==> src/rtl/crc_data_send_pkg.sv <==
// Shared constants, ctrl-word field positions, FSM state type and CRC-32 helpers
// for the inline FCS generator.
package crc_data_send_pkg;

  localparam logic [31:0] CRC32_POLY_REFL = 32'hEDB88320;
  localparam logic [31:0] CRC32_INIT      = 32'hFFFFFFFF;

  localparam int unsigned CTRL_LEN_MSB  = 16;
  localparam int unsigned CTRL_LEN_LSB  = 7;
  localparam int unsigned CTRL_PRIO_MSB = 6;
  localparam int unsigned CTRL_PRIO_LSB = 4;
  localparam int unsigned CTRL_DEST_MSB = 3;
  localparam int unsigned CTRL_DEST_LSB = 0;

  typedef enum logic [2:0] {
    ST_IDLE,
    ST_CTRL,
    ST_DATA,
    ST_FCS,
    ST_WAIT_EOP
  } state_t;

  // Reflected CRC-32: byte goes into the low bits, then 8 LSB-first shifts.
  function automatic logic [31:0] crc32_byte(input logic [31:0] crc, input logic [7:0] b);
    logic [31:0] c;
    c = crc ^ {24'h000000, b};
    for (int unsigned i = 0; i < 8; i++) begin
      c = c[0] ? ((c >> 1) ^ CRC32_POLY_REFL) : (c >> 1);
    end
    return c;
  endfunction

  // FCS bytes in transmit order, first byte in the MSB lane.
  function automatic logic [31:0] fcs_word(input logic [31:0] crc);
    logic [31:0] f;
    f = ~crc;
    return {f[7:0], f[15:8], f[23:16], f[31:24]};
  endfunction

endpackage

==> src/rtl/crc_data_send_crc32_word_upd.sv <==
// Combinational CRC-32 update over 1..4 bytes of a word; the first byte sits
// in lane nbytes-1 and later bytes follow in descending lanes.
module crc32_word_upd
  import crc_data_send_pkg::*;
(
  input  logic [31:0] crc_in,
  input  logic [31:0] data,
  input  logic [2:0]  nbytes,
  output logic [31:0] crc_out
);

  logic [31:0] w_crc;
  logic [1:0]  w_lane;

  always_comb begin
    w_crc  = crc_in;
    w_lane = '0;
    for (int unsigned k = 0; k < 4; k++) begin
      if (k < 32'(nbytes)) begin
        w_lane = 2'(nbytes - 3'(k) - 3'd1);
        w_crc  = crc32_byte(w_crc, data[{w_lane, 3'b000} +: 8]);
      end
    end
    crc_out = w_crc;
  end

endmodule

==> src/rtl/crc_data_send.sv <==
// Inline Ethernet FCS generator: forwards the write-packet stream with one cycle
// of latency and inserts a CRC-32 word after the last payload word.
module crc_data_send
  import crc_data_send_pkg::*;
#(
  parameter int unsigned DW   = 32,
  parameter int unsigned LENW = 11
) (
  input  logic          iClk,
  input  logic          iRst,
  input  logic          iWrSop,
  input  logic          iWrEop,
  input  logic          iWrVld,
  input  logic [DW-1:0] iWrData,
  output logic          oWrSop,
  output logic          oWrEop,
  output logic          oWrVld,
  output logic [DW-1:0] oWrData
);

  state_t            r_state;
  state_t            w_next;
  logic [31:0]       r_crc;
  logic [LENW-1:0]   r_rem;
  logic [2:0]        w_nbytes;
  logic              w_last;
  logic [31:0]       w_crc_upd;
  logic              w_out_vld;
  logic [DW-1:0]     w_out_data;
  logic              r_sop;
  logic              r_eop;
  logic              r_vld;
  logic [DW-1:0]     r_data;

  assign w_nbytes = (r_rem >= LENW'(4)) ? 3'd4 : r_rem[2:0];
  assign w_last   = (r_rem <= LENW'(4));

  crc32_word_upd u_upd (
    .crc_in  (r_crc),
    .data    (iWrData),
    .nbytes  (w_nbytes),
    .crc_out (w_crc_upd)
  );

  always_ff @(posedge iClk or posedge iRst) begin
    if (iRst) r_state <= ST_IDLE;
    else      r_state <= w_next;
  end

  // Sop restarts from any state; an Eop before the count completes ends the packet without FCS.
  always_comb begin
    w_next = r_state;
    if (iWrSop) begin
      w_next = ST_CTRL;
    end else begin
      case (r_state)
        ST_IDLE:     w_next = ST_IDLE;
        ST_CTRL:     if (iWrEop) w_next = ST_IDLE;
                     else if (iWrVld) w_next = ST_DATA;
        ST_DATA:     if (iWrEop) w_next = ST_IDLE;
                     else if (iWrVld && w_last) w_next = ST_FCS;
        ST_FCS:      w_next = iWrEop ? ST_IDLE : ST_WAIT_EOP;
        ST_WAIT_EOP: if (iWrEop) w_next = ST_IDLE;
        default:     w_next = ST_IDLE;
      endcase
    end
  end

  // The inserted FCS word takes the slot of any colliding input word.
  always_comb begin
    w_out_vld  = iWrVld;
    w_out_data = iWrData;
    if (r_state == ST_FCS && !iWrSop) begin
      w_out_vld  = 1'b1;
      w_out_data = fcs_word(r_crc);
    end
  end

  always_ff @(posedge iClk or posedge iRst) begin
    if (iRst) begin
      r_crc <= CRC32_INIT;
      r_rem <= '0;
    end else if (iWrSop) begin
      r_crc <= CRC32_INIT;
      r_rem <= '0;
    end else if (r_state == ST_CTRL && iWrVld && !iWrEop) begin
      r_crc <= CRC32_INIT;
      r_rem <= LENW'(iWrData[CTRL_LEN_MSB:CTRL_LEN_LSB]) + LENW'(1);
    end else if (r_state == ST_DATA && iWrVld && !iWrEop) begin
      r_crc <= w_crc_upd;
      r_rem <= r_rem - LENW'(w_nbytes);
    end
  end

  always_ff @(posedge iClk or posedge iRst) begin
    if (iRst) begin
      r_sop  <= 1'b0;
      r_eop  <= 1'b0;
      r_vld  <= 1'b0;
      r_data <= '0;
    end else begin
      r_sop  <= iWrSop;
      r_eop  <= iWrEop;
      r_vld  <= w_out_vld;
      r_data <= w_out_vld ? w_out_data : '0;
    end
  end

  assign oWrSop  = r_sop;
  assign oWrEop  = r_eop;
  assign oWrVld  = r_vld;
  assign oWrData = r_data;

endmodule

==> config.mk <==
export PLATFORM = sky130hd
export DESIGN_NAME = crc_data_send
export DESIGN_NICKNAME = d
export VERILOG_FILES = /design/src/rtl/crc_data_send_pkg.sv /design/src/rtl/crc_data_send_crc32_word_upd.sv /design/src/rtl/crc_data_send.sv
export SDC_FILE = /design/constraint.sdc
export NUM_CORES = 1
export LEC_CHECK = 0
export CAP_MARGIN = 10
export CELL_PAD_IN_SITES_DETAIL_PLACEMENT = 0
export CELL_PAD_IN_SITES_GLOBAL_PLACEMENT = 1
export CORE_ASPECT_RATIO = 0.5
export CORE_MARGIN = 2
export CORE_UTILIZATION = 34
export DETAILED_ROUTE_END_ITERATION = 8
export GPL_TIMING_DRIVEN = 0
export MAX_ROUTING_LAYER = met4
export PLACE_DENSITY_LB_ADDON = 0.15
export SYNTH_ARGS = -nofsm -noshare
export SYNTH_HDL_FRONTEND = slang
export SYNTH_SLANG_ARGS = --single-unit
==> constraint.sdc <==
create_clock -name iClk -period 17.9 [get_ports iClk]
set_clock_uncertainty 0.15 [all_clocks]
set_input_delay 3.58 -clock iClk [delete_from_list [all_inputs] [get_ports iClk]]
set_output_delay 3.58 -clock iClk [all_outputs]
set_load 0.005 [all_outputs]
==> results.toml, run 1 <==
[die]
core_area_um2 = 28900
dieHeight_um = 125.0
rows = 44
die_w_um = 246.0
dieArea_um2 = 30760
start_util_pct = 34.45
io_pins = 72

[flow_run]
drv_cap = 0

[yosys]
synthCells = 1122
yosys.area.top_type = "xnor2_1"
yosysWarnings = 0
synth-edff-count = 0
postSynth.asyncResetShare_pct = 100.0
synth_area_leaders = "xnor2_1 (14%), dfrtp_1 (12%), dfstp_2 (8.4%), xnor3_1 (5.9%), mux2i_1 (5.3%)"
synth_seq_cells = 81
synth_nets = 1161
syn-mean-instance-area_um2 = 8.875
yosysTopAreaCellShare_pct = 13.72
synth_flop_cell = "dfrtp_1"
synth.distinct_cells = 91
ys_seq_area_share_pct = 20.76
synth_area_um2 = 9958

[clocking]
cts_resized = 0
cts_sinks = 81
cts_buffer_depth = 2
clkTransAtPathRegs_ns = 0.06
cts_tree = "built"
clock_latency_ns = 0.37
h-tree-depth = 3
root_buffer = "clkbuf_16"
cts_buffers = 9
cts_setup_buffers = 0
cts_hold_buf = 0

[detailed_routing]
drt_iter0_drc = 793
via_per_inst = 5.659
routedWlPerCell_um = 26.50
detail-route-antenna-nets = 0
via_count = 9038
wl_mm = 42.32
dr.pass1.iters = 5
drc = 0

[worst_setup_path]
critPathMaxFanout = 7
cp.required_ns = 18.02
critPathKind = "input pin to flip-flop"
start_kind = "input pin"
arrival_ns = 11.30
worstSetupEndpointType = "flip-flop"

[layout]
final_cell_mix = "xnor2_1 (156), nand2_1 (97), nor2_1 (94)"
layout_commonest_cell = "xnor2_1"
area_growth_pct = 14.78
nets = 1239
nFillCells = 2944
drive_gt1_share_pct = 11.37

[worst_hold_path]
hold_path.class = "flip-flop to flip-flop"

[sta]
whs_ns = 0.3817
timing.final.crit_share_pct = 62.50
finalSetupViolCount = 0
slew_headroom_pct = 16.02
finalSetupTns_ns = 0
final_max_slew_viol_count = 0
tightest_slew_ns = 1.260
min_period_ns = 11.19
fmax_ghz = 0.08939
rsz0062_at_grt = "no"
hold_viol_final = 0

[placement]
place_congestion = 0.9567
io_buffers = 66
dp_hpwl_mm = 34.23

[grt]
grt_usage_pct = 28.48
gr-usage-met1_pct = 41.01
grt_util_met2_pct = 40.65
grt_overflow = 0
antenna_found_initial = 1
grt_pass1_vias = 8653
grt_use_met3_pct = 5.067
grt_pass1_wl_mm = 60.86
grt_max_degree = 67
top_usage_layer = "met1"

[run_status]
outcome = "completed"
[state kept, by name, summed over array words and instances (netlist names)]
name     cells
oWrData     32
oWrEop       1
oWrSop       1
oWrVld       1
r_crc       32
r_rem       11
r_state      3
[kinds of logic after synthesis]
family,Yosys count,synth area share (%)
simple gates,339,16.81
xor+xnor,279,33.45
compound gates,267,17.08
buf+inv,83,3.694
flops,81,20.76
mux,70,7.928
fa+ha+maj,2,0.2512
other cells,1,0.03766
[metrics by stage]
stage          setup WS, ns  area, µm²  cells  util, %
6_report              6.713      11430   1597    39.55
3_5_place_dp          6.430      11140   1580    38.54
4_1_cts               6.781      11430   1596    39.54
2_1_floorplan         8.421       9958   1122        -
5_1_grt               6.559      11430   1596    39.54
3_3_place_gp          6.547      11110   1579    38.43
[layer usage]
| metal | wire [µm] | up-vias |
|---|---|---|
| met2 | 18160 | 316 |
| met1 | 20310 | 4567 |
| met3 | 2861 | 54 |
| met5 | 0 | - |
| li1 | - | 4101 |
| met4 | 988 | 0 |
[synth_stat cells (4+ instances only)]
master	count
dfstp_2	32
xnor2_1	156
nand2_1	97
o21a_1	6
xor2_4	5
or4_1	5
buf_1	16
mux2i_4	5
and2_1	7
nand4_1	6
a21oi_1	81
buf_2	4
xor3_1	10
a31oi_1	8
xor2_2	4
xnor3_1	26
a211oi_1	13
or3_1	4
nor4_1	4
nor3_1	14
inv_1	6
nor2_1	94
a22o_1	6
or2_2	4
nor2b_1	4
and3_1	17
mux2_2	9
o22ai_1	14
nand2b_1	7
xnor2_2	8
xor2_1	59
mux2i_1	53
a21o_1	5
buf_4	7
nor3b_1	6
a221oi_1	7
dfrtp_1	49
xnor2_4	8
nand3_1	45
nand3b_1	4
clkbuf_1	46
o21ai_1	4
o21ai_0	84
[cell type report]
cell class                 count  area, µm²  share of cell area [%]
tap                          391      489.2                   4.280
clock buffer                  10      229.0                   2.003
clock inverter                 6      60.06                  0.5255
inverter                       6      25.02                  0.2189
timing repair buffer          67      688.2                   6.021
sequential                    81       2067                   18.08
multi-input combinational    958       7523                   65.82
buffer                        77      345.3                   3.021
antenna                        1      2.502                 0.02189
[worst max-delay path, stage by stage]
cell	delay (ns)
clkdlybuf4s50_1	0.66
or4b_1	0.64
a2111oi_2	0.51
a31oi_4	0.12
xnor2_2	0.44
xor3_1	0.44
xnor3_1	0.43
or3b_1	0.41
and3_1	0.24
xnor3_1	0.36
o21ai_1	0.42
xor2_1	0.72
xor2_1	0.74
xnor2_1	0.35
xnor2_1	0.22
nand2_1	0.08
o21ai_0	0.23
xor2_1	0.25
xnor2_1	0.18
a221oi_1	0.28
[worst paths after layout]
kind / startpoint / endpoint / slack [ns] / cells past startpoint
max: iWrData[3] / r_crc[18] / 6.71 / 20
min: r_state[2] / r_state[1] / 0.38 / 1
max reg2reg: r_rem[7] / r_crc[18] / 9.38 / 19
min reg2reg: r_state[2] / r_state[1] / 0.38 / 1
max in group asynchronous: iRst / r_crc[7] / 13.57 / 3
min in group asynchronous: iRst / oWrData[28] / 3.35 / 2
Power of run 1 is not shown: default switching activity piles up to over one toggle a cycle in this logic, so the estimate is an artifact.
==> inputs of run 2 (changes only) <==
clock period = 10.5 ns   (was 17.9 ns; I/O delays follow)
==> results of run 2 <==
The final DEF is identical to that of run 1. Status: completed.
Main changes from that run: setup slack after placement 6.430 ns -> 0.5096 ns; setup slack after layout 6.713 ns -> 0.7925 ns; register-to-register setup slack 9.38 ns -> 1.98 ns
Power of run 2 is left out for the same reason.
==> inputs of run 3 (changes only) <==
CAP_MARGIN = unset   (was 10)
==> results of run 3 <==
The final DEF is identical to that of run 1. Status: completed.
Main changes from that run: setup slack after placement 6.430 ns -> 0.5096 ns; setup slack after layout 6.713 ns -> 0.7925 ns; register-to-register setup slack 9.38 ns -> 1.98 ns
Power of run 3 is left out for the same reason.
